File: config.mk
export PLATFORM = sky130hd
export DESIGN_NAME = rmw_table
export DESIGN_NICKNAME = d
export VERILOG_FILES = /design/src/rtl/rmw_table_pkg.sv /design/src/rtl/rmw_table_ram.sv /design/src/rtl/rmw_table.sv
export SDC_FILE = /design/constraint.sdc
export NUM_CORES = 1
export LEC_CHECK = 0
export CAP_MARGIN = 10
export CORE_MARGIN = 1.5
export CORE_UTILIZATION = 35
export DETAILED_ROUTE_END_ITERATION = 12
export SYNTH_ARGS = -nofsm -noshare
export SYNTH_HDL_FRONTEND = slang
export SYNTH_SLANG_ARGS = --single-unit
File: constraint.sdc
create_clock -name clk -period 2.9 [get_ports clk]
set_input_delay 0.435 -clock clk [delete_from_list [all_inputs] [get_ports clk]]
set_output_delay 0.435 -clock clk [all_outputs]
set_load 0.05 [all_outputs]
File: src/rtl/rmw_table_pkg.sv
// ---------------------------------------------------------------------------
// rmw_table_pkg
// Shared definitions for the read-modify-write table:
//   - op_e      : request operation encoding (READ, ADD, COPY, CLEAR)
//   - state_e   : control FSM states (INIT clears the table, RUN serves requests)
//   - addr_width: index width for a given table depth
// ---------------------------------------------------------------------------
package rmw_table_pkg;

    typedef enum logic [1:0] {
        OP_READ  = 2'd0,
        OP_ADD   = 2'd1,
        OP_COPY  = 2'd2,
        OP_CLEAR = 2'd3
    } op_e;

    typedef enum logic {
        ST_INIT = 1'b0,
        ST_RUN  = 1'b1
    } state_e;

    // Index width for a DEPTH-entry table; never narrower than one bit.
    function automatic int addr_width(input int depth);
        return (depth < 2) ? 1 : $clog2(depth);
    endfunction

endpackage : rmw_table_pkg

File: src/rtl/rmw_table_ram.sv
// ---------------------------------------------------------------------------
// rmw_table_ram
// DEPTH x WIDTH storage with one synchronous read port and one write port.
// A read of the address being written in the same cycle returns the new
// data, so a request in S0 always sees the write made by the request in S1.
//
// Ports:
//   clk        in   rising-edge clock
//   i_rd_en    in   load o_rd_data from i_rd_addr at the next edge
//   i_rd_addr  in   read index
//   o_rd_data  out  registered read data, held while i_rd_en is low
//   i_wr_en    in   write enable
//   i_wr_addr  in   write index
//   i_wr_data  in   write data
// ---------------------------------------------------------------------------
module rmw_table_ram #(
    parameter int WIDTH = 32,
    parameter int DEPTH = 8,
    parameter int AW    = 3
) (
    input  logic             clk,
    input  logic             i_rd_en,
    input  logic [AW-1:0]    i_rd_addr,
    output logic [WIDTH-1:0] o_rd_data,
    input  logic             i_wr_en,
    input  logic [AW-1:0]    i_wr_addr,
    input  logic [WIDTH-1:0] i_wr_data
);

    logic [WIDTH-1:0] r_mem [DEPTH];
    logic [WIDTH-1:0] r_rd_data;

    // NOTE: the array and its read register have no reset; a reset port on a
    // memory prevents mapping onto RAM macros. The owner clears it by writing.
    always_ff @(posedge clk) begin
        if (i_wr_en) begin
            r_mem[i_wr_addr] <= i_wr_data;
        end
        if (i_rd_en) begin
            // Write-through forwarding: same-cycle write wins over stored data.
            if (i_wr_en && (i_wr_addr == i_rd_addr)) begin
                r_rd_data <= i_wr_data;
            end else begin
                r_rd_data <= r_mem[i_rd_addr];
            end
        end
    end

    assign o_rd_data = r_rd_data;

endmodule : rmw_table_ram

File: src/rtl/rmw_table.sv
// ---------------------------------------------------------------------------
// rmw_table
// Parametrised read-modify-write table. After reset an INIT phase writes 0 to
// every entry (DEPTH cycles); afterwards each accepted request does one read
// and at most one write through a 2-stage pipeline:
//   S0 (accept cycle): synchronous read of the source index, capture request.
//   S1 (next cycle)  : compute, write back, load the response register.
// S1 only advances when the response register is empty or being consumed, so
// at most two requests are in flight and nothing is lost under backpressure.
//
// Ports:
//   clk        in   rising-edge clock
//   reset_n    in   asynchronous active-low reset
//   req_valid  in   request present
//   req_ready  out  request accepted when req_valid && req_ready
//   req_op     in   0 READ, 1 ADD, 2 COPY, 3 CLEAR
//   req_addr   in   target index
//   req_data   in   addend for ADD
//   rsp_valid  out  response present
//   rsp_ready  in   response consumed when rsp_valid && rsp_ready
//   rsp_data   out  response value (old entry, or source value for COPY)
//   init_done  out  table initialised
// ---------------------------------------------------------------------------
module rmw_table
    import rmw_table_pkg::*;
#(
    parameter int WIDTH    = 32,
    parameter int DEPTH    = 8,
    parameter int OFFSET   = 4,
    parameter int SATURATE = 0,
    localparam int AW      = addr_width(DEPTH)
) (
    input  logic             clk,
    input  logic             reset_n,
    input  logic             req_valid,
    output logic             req_ready,
    input  logic [1:0]       req_op,
    input  logic [AW-1:0]    req_addr,
    input  logic [WIDTH-1:0] req_data,
    output logic             rsp_valid,
    input  logic             rsp_ready,
    output logic [WIDTH-1:0] rsp_data,
    output logic             init_done
);

    localparam int            OFFSET_MOD = OFFSET % DEPTH;
    localparam logic [AW-1:0] SRC_OFFSET = AW'(OFFSET_MOD);
    localparam logic [AW-1:0] LAST_IDX   = AW'(DEPTH - 1);

    // Control FSM
    state_e             r_state;
    state_e             w_state_nxt;
    logic [AW-1:0]      r_init_ptr;
    logic [AW-1:0]      w_init_ptr_nxt;

    // S1 pipeline register
    logic               r_s1_valid;
    op_e                r_s1_op;
    logic [AW-1:0]      r_s1_idx;
    logic [WIDTH-1:0]   r_s1_data;

    // Response register
    logic               r_rsp_valid;
    logic [WIDTH-1:0]   r_rsp_data;

    // Datapath
    op_e                w_req_op;
    logic               w_accept;
    logic               w_s1_adv;
    logic [AW-1:0]      w_rd_idx;
    logic [WIDTH-1:0]   w_rd_data;
    logic [WIDTH:0]     w_sum;
    logic [WIDTH-1:0]   w_add_res;
    logic [WIDTH-1:0]   w_s1_rsp;
    logic               w_s1_wr;
    logic [WIDTH-1:0]   w_s1_wr_data;
    logic               w_wr_en;
    logic [AW-1:0]      w_wr_addr;
    logic [WIDTH-1:0]   w_wr_data;

    // -----------------------------------------------------------------------
    // FSM: state register
    // -----------------------------------------------------------------------
    // NOTE: clocked state uses non-blocking assignments so every register
    // samples pre-edge values regardless of the order blocks are evaluated.
    always_ff @(posedge clk or negedge reset_n) begin
        if (!reset_n) begin
            r_state    <= ST_INIT;
            r_init_ptr <= '0;
        end else begin
            r_state    <= w_state_nxt;
            r_init_ptr <= w_init_ptr_nxt;
        end
    end

    // -----------------------------------------------------------------------
    // FSM: next state and outputs
    // -----------------------------------------------------------------------
    // NOTE: every output of a combinational block is given a default first so
    // no path leaves it unassigned, which would infer a latch.
    always_comb begin
        w_state_nxt    = r_state;
        w_init_ptr_nxt = r_init_ptr;
        req_ready      = 1'b0;
        init_done      = 1'b0;
        unique case (r_state)
            ST_INIT: begin
                w_init_ptr_nxt = r_init_ptr + 1'b1;
                if (r_init_ptr == LAST_IDX) begin
                    w_state_nxt = ST_RUN;
                end
            end
            ST_RUN: begin
                init_done = 1'b1;
                // Only a stalled S1 (full response register not being drained)
                // blocks a new request; otherwise S1 frees up this cycle.
                req_ready = !(r_s1_valid && r_rsp_valid && !rsp_ready);
            end
            default: begin
                w_state_nxt = ST_INIT;
            end
        endcase
    end

    // -----------------------------------------------------------------------
    // S0: accept and issue the read
    // -----------------------------------------------------------------------
    assign w_req_op = op_e'(req_op);
    assign w_accept = req_valid && req_ready;
    assign w_rd_idx = (w_req_op == OP_COPY) ? (req_addr + SRC_OFFSET) : req_addr;

    // -----------------------------------------------------------------------
    // S1: modify. w_rd_data is the entry read in S0; it is held by the RAM
    // while S1 stalls because no new read can be issued meanwhile.
    // -----------------------------------------------------------------------
    assign w_s1_adv = r_s1_valid && (!r_rsp_valid || rsp_ready);
    assign w_sum    = {1'b0, w_rd_data} + {1'b0, r_s1_data};

    always_comb begin
        w_add_res = w_sum[WIDTH-1:0];
        if ((SATURATE != 0) && w_sum[WIDTH]) begin
            w_add_res = '1;
        end
    end

    always_comb begin
        w_s1_wr      = 1'b0;
        w_s1_wr_data = '0;
        w_s1_rsp     = w_rd_data;
        unique case (r_s1_op)
            OP_READ: begin
                w_s1_wr = 1'b0;
            end
            OP_ADD: begin
                w_s1_wr      = 1'b1;
                w_s1_wr_data = w_add_res;
            end
            OP_COPY: begin
                w_s1_wr      = 1'b1;
                w_s1_wr_data = w_rd_data;
            end
            OP_CLEAR: begin
                w_s1_wr      = 1'b1;
                w_s1_wr_data = '0;
            end
            default: begin
                w_s1_wr = 1'b0;
            end
        endcase
    end

    // Write port: INIT owns it while clearing, then S1 writes as it advances.
    always_comb begin
        w_wr_en   = 1'b0;
        w_wr_addr = r_s1_idx;
        w_wr_data = w_s1_wr_data;
        if (r_state == ST_INIT) begin
            w_wr_en   = 1'b1;
            w_wr_addr = r_init_ptr;
            w_wr_data = '0;
        end else begin
            w_wr_en = w_s1_adv && w_s1_wr;
        end
    end

    // -----------------------------------------------------------------------
    // Pipeline and response registers
    // -----------------------------------------------------------------------
    always_ff @(posedge clk or negedge reset_n) begin
        if (!reset_n) begin
            r_s1_valid  <= 1'b0;
            r_s1_op     <= OP_READ;
            r_s1_idx    <= '0;
            r_s1_data   <= '0;
            r_rsp_valid <= 1'b0;
            r_rsp_data  <= '0;
        end else begin
            if (w_accept) begin
                r_s1_valid <= 1'b1;
                r_s1_op    <= w_req_op;
                r_s1_idx   <= req_addr;
                r_s1_data  <= req_data;
            end else if (w_s1_adv) begin
                r_s1_valid <= 1'b0;
            end

            if (w_s1_adv) begin
                r_rsp_valid <= 1'b1;
                r_rsp_data  <= w_s1_rsp;
            end else if (rsp_ready) begin
                r_rsp_valid <= 1'b0;
            end
        end
    end

    assign rsp_valid = r_rsp_valid;
    assign rsp_data  = r_rsp_data;

    // -----------------------------------------------------------------------
    // Storage
    // -----------------------------------------------------------------------
    rmw_table_ram #(
        .WIDTH (WIDTH),
        .DEPTH (DEPTH),
        .AW    (AW)
    ) u_ram (
        .clk       (clk),
        .i_rd_en   (w_accept),
        .i_rd_addr (w_rd_idx),
        .o_rd_data (w_rd_data),
        .i_wr_en   (w_wr_en),
        .i_wr_addr (w_wr_addr),
        .i_wr_data (w_wr_data)
    );

endmodule : rmw_table

==> run summary, run 1 <==
Data arrives at the worst endpoint at 3.34 ns. Across the whole layout, storage elements account for 10500 sq um. The worst relative slew slack is 51.3%. The critical path goes through ha_2 > inv_2 > fa_2 > nor2b_2 > o31a_1 > o31ai_4 > buf_4 > o211ai_2 > a2111o_1 > a31oi_1 > xor2_1 > o21ai_2 > o21a_1. The number of global-route vias before repair came out at 9977. Cells with a size suffix above 1 make up 28.7% of the layout. The maximum resistive drop on vdd came out at 0.427 mV.

The detailed router finished its first iteration with 783 violations. TritonCTS created 40 clock buffers. Dividing the detail-routed wire length by the instance count gives 21.0 um.

The finished cells cover 20100 sq um. After synthesis, the mean cell area works out to 15.1 sq um. Summed over all instances, the cell type with the most area after synthesis is edfxtp_1. For the multi-input gate area in the final layout, the log shows 5420 sq um.

Fraction of registers with async set/reset: 20.7%. The layout net count was 1342; the total length of routed wires was 39.5 mm. The power density of the placed cells was 754 nW/um^2. The final reports fail on negative setup slack. The dominant synthesized flop cell is edfxtp_1.

The smallest setup slack after layout is -0.147 ns. Clock tree synthesis found a total of 363 sinks. Sorting the synthesized cells by how often they occur yields edfxtp_1, nand2_1, dfrtp_1, mux4_2, nor2_1.

The repair_antennas step left the layout with diodes totalling 0. The synthesized netlist contains 58 unique library cells. The maximum number of pins on one net before global-route repair was 69. Cell with the most instances after synthesis: edfxtp_1. The run gives 3 as the buffer levels on the longest clock path. Class of the most critical setup path: flip-flop to flip-flop.

Sequential elements use 66.5% of the synthesized area. The tools report the leakage power as 7.49 nW. The chip width was 216 um; the core footprint was 44400 sq um.

The row count came out at 77. Before antenna repair, the detailed router went through 5 iterations. For this run the aggregate overflow at the end of global routing stands at 0. Synthesis inferred 363 register bits.

After detailed placement, the total cell area comes to 18300 sq um. The clock root buffer master was clkbuf_16. STA classifies the critical path endpoint as a flip-flop.

Synthesis produced a netlist whose cell count is 1049. For this run, the top clock speed supported by timing is 328 MHz. Setup repair after global routing could not meet its margin everywhere. Summed over its instances, the top area cell type makes up 54.6% of the synthesized netlist area. The max-capacitance violation count came out at 0. The Yosys step of the flow raised 0 warnings.

In this run the remaining antenna-violating nets after routing total 0. Dividing the final minimum period by the clock period gives 105%. Summing every instance area after synthesis gives 15800 sq um. For the final database, setup skew stands at 0.0103 ns. The flow ran to the end, but the final reports show violations. In this run the worst path has a maximum fanout of 4.

The final route contains 9634 vias. The HPWL after detailed placement was 25.1 mm; the die outline area was 46500 sq um. For this configuration, the core starts out at a cell density of 35.7%. At the end of routability-driven placement, the weighted congestion stood at 0.841. The H-tree was split into 2 levels. The type of the worst min-delay path is input pin to flip-flop. Adding up every negative setup slack in the final design gives -2.82 ns.

STA classifies the critical path startpoint as a flip-flop. Setup violations remaining at the end of the flow were counted as 44. Total power for the finished layout comes to 15.1 mW.

The first-pass GRT wire length came out at 60.4 mm. In the routed design, unresolved DRC markers number 0. The clock reaches the later pin of the worst-skew pair after 0.54 ns. The minimum period implied by the final worst setup slack came out at 3.05 ns. Sorting the synthesized cells by area gives the leading types as edfxtp_1, dfrtp_1, mux4_2. At the pin with the least slew margin, the transition time is 0.731 ns. Synthesis produced a netlist with a net count of 1127. The floorplan step set the die height to 216 um. After clock tree synthesis, the clock-pin slew on the worst setup and hold paths is 0.06 ns. The post-synthesis to final-layout area growth works out to 26.7%.

For the final-report hold violation count, the log shows 0. The total of buffers placed on input and output ports is 75, and the number of filler cells placed in the layout is 3937. The number of enable-type register cells in the synthesized netlist is 288. TritonCTS built the clock tree.

On the worst path, the slowest cell contributes a delay of 0.43 ns. Data on the critical path is required at its endpoint by 3.19 ns. 76 I/O pins were placed. For the total global-route track usage, the log shows 17.2%. After detailed routing, the number of vias per cell comes to 5.11. For the number of antenna violations at the first check in global routing, the log shows 0. The largest individual stage delay along the critical path comes from the cell a2111o_1.

The max-slew violation count is 0.
cell families (layout without fill, tap and decap cells):
group                    count (synthesis)  in the layout  share of synthesized area [%]
XOR/XNOR                                28             28                           1.60
flip-flops                             363            363                           66.5
buffers and inverters                   64            307                           1.55
AND/OR/NAND/NOR                        264            264                           6.97
adder cells (fa/ha/maj)                 37             37                           2.97
AO/OA/AOI/OAI                          165            165                           7.02
multiplexers                           128            128                           13.4
final cells by class:
class,instances,area share [%]
tap,592,3.69
timing repair buffer,220,10.1
clock inverter,14,0.755
multi-input combinational,622,27.0
sequential,363,52.5
clock buffer,56,5.60
inverter,17,0.318
placed cells by master (no fill, tap or decap), types with 5 or more instances in the layout:
cell type and instances:
clkbuf_1 11, o21a_1 23, clkbuf_16 41, o21ai_2 7, clkinv_2 6, xor2_1 13
a21oi_1 42, o21ai_1 5, mux4_2 64, nor2_2 10, clkdlybuf4s50_1 71, buf_4 125
inv_1 14, edfxtp_1 288, mux2i_1 28, o211ai_1 7, buf_6 8, nand2b_1 10
nor2_1 39, and3_1 5, o21ai_0 23, a22oi_1 8, nand2_1 163, ha_4 9
xnor2_1 11, mux2_2 36, ha_1 26, buf_12 14, nor2b_1 6, dfrtp_1 75
nor3_1 6, nand3_1 7
repair_timing:
action                                 in CTS  in global routing
pin swaps                                  19                 30
setup endpoints to repair                 106                145
setup buffers                              11                  9
resized for setup                          32                 38
endpoints found under the hold margin      36                  0
hold buffers                                1                  0
worst paths after layout:
check	startpoint	end	slack (ns)	depth (start not counted)
max in group asynchronous	reset_n	rsp_data[19]	1.83	3
setup / recovery	u_ram.o_rd_data[0]	u_ram.o_rd_data[18]	-0.15	13
hold reg to reg	rsp_data[1]	rsp_data[1]	0.48	2
hold / removal	req_addr[0]	r_s1_idx[0]	0.22	3
setup reg to reg	u_ram.o_rd_data[0]	u_ram.o_rd_data[18]	-0.15	13
min in group asynchronous	reset_n	r_s1_idx[2]	0.43	2
metrics by stage:
step                utilization [%]  hold WS, ns  setup slack (ns)  instances
floorplan                         -        0.139            -0.391       1049
global placement               41.2        0.466            -0.148       1797
detailed placement             41.2        0.473            -0.221       1797
CTS                            44.7        0.203           -0.0815       1879
global route                   45.2        0.227            -0.296       1884
finish                         45.2        0.220            -0.147       1884
flip-flops by register name, indices dropped and copies added (netlist names):
| signal | cells |
|---|---|
| r_init_ptr | 3 |
| r_s1_valid | 1 |
| r_s1_idx | 3 |
| u_ram.r_mem | 256 |
| rsp_data | 32 |
| r_s1_data | 32 |
| u_ram.o_rd_data | 32 |
| r_state | 1 |
| r_s1_op | 2 |
| rsp_valid | 1 |
where the power goes:
group | switching, mW | internal, mW | leakage, nW | total [mW]
clock | 1.99 | 2.96 | 0.620 | 4.96
sequential | 0.227 | 6.23 | 3.58 | 6.46
combinational | 2.12 | 1.59 | 3.29 | 3.71
critical path, delay by kind of cell, from the launching register on:
family | cells | cell delay (ns)
adder cells (fa/ha/maj) | 2 | 0.40
XOR/XNOR | 1 | 0.19
AND/OR/NAND/NOR | 1 | 0.05
flip-flops | 1 | 0.39
buffers and inverters | 2 | 0.24
AO/OA/AOI/OAI | 7 | 1.55
metal layers:
metal | track usage (%) | wire length [um] | vias up
li1 | - | - | 4436
met1 | 23.9 | 18000 | 4926
met2 | 28.2 | 19000 | 216
met3 | 2.52 | 1720 | 56
met4 | 4.69 | 787 | 0
met5 | 0 | 0 | -
(Power assumes the default switching activity.)
==> inputs of run 2 (changes only) <==
--- a/config.mk
+++ b/config.mk
@@ -5,7 +5,6 @@
 export SDC_FILE = /design/constraint.sdc
 export NUM_CORES = 1
 export LEC_CHECK = 0
-export CAP_MARGIN = 10
 export CORE_MARGIN = 1.5
 export CORE_UTILIZATION = 35
 export DETAILED_ROUTE_END_ITERATION = 12
==> results of run 2 <==
No change in the layout: final DEF, timing and power equal those of run 1.
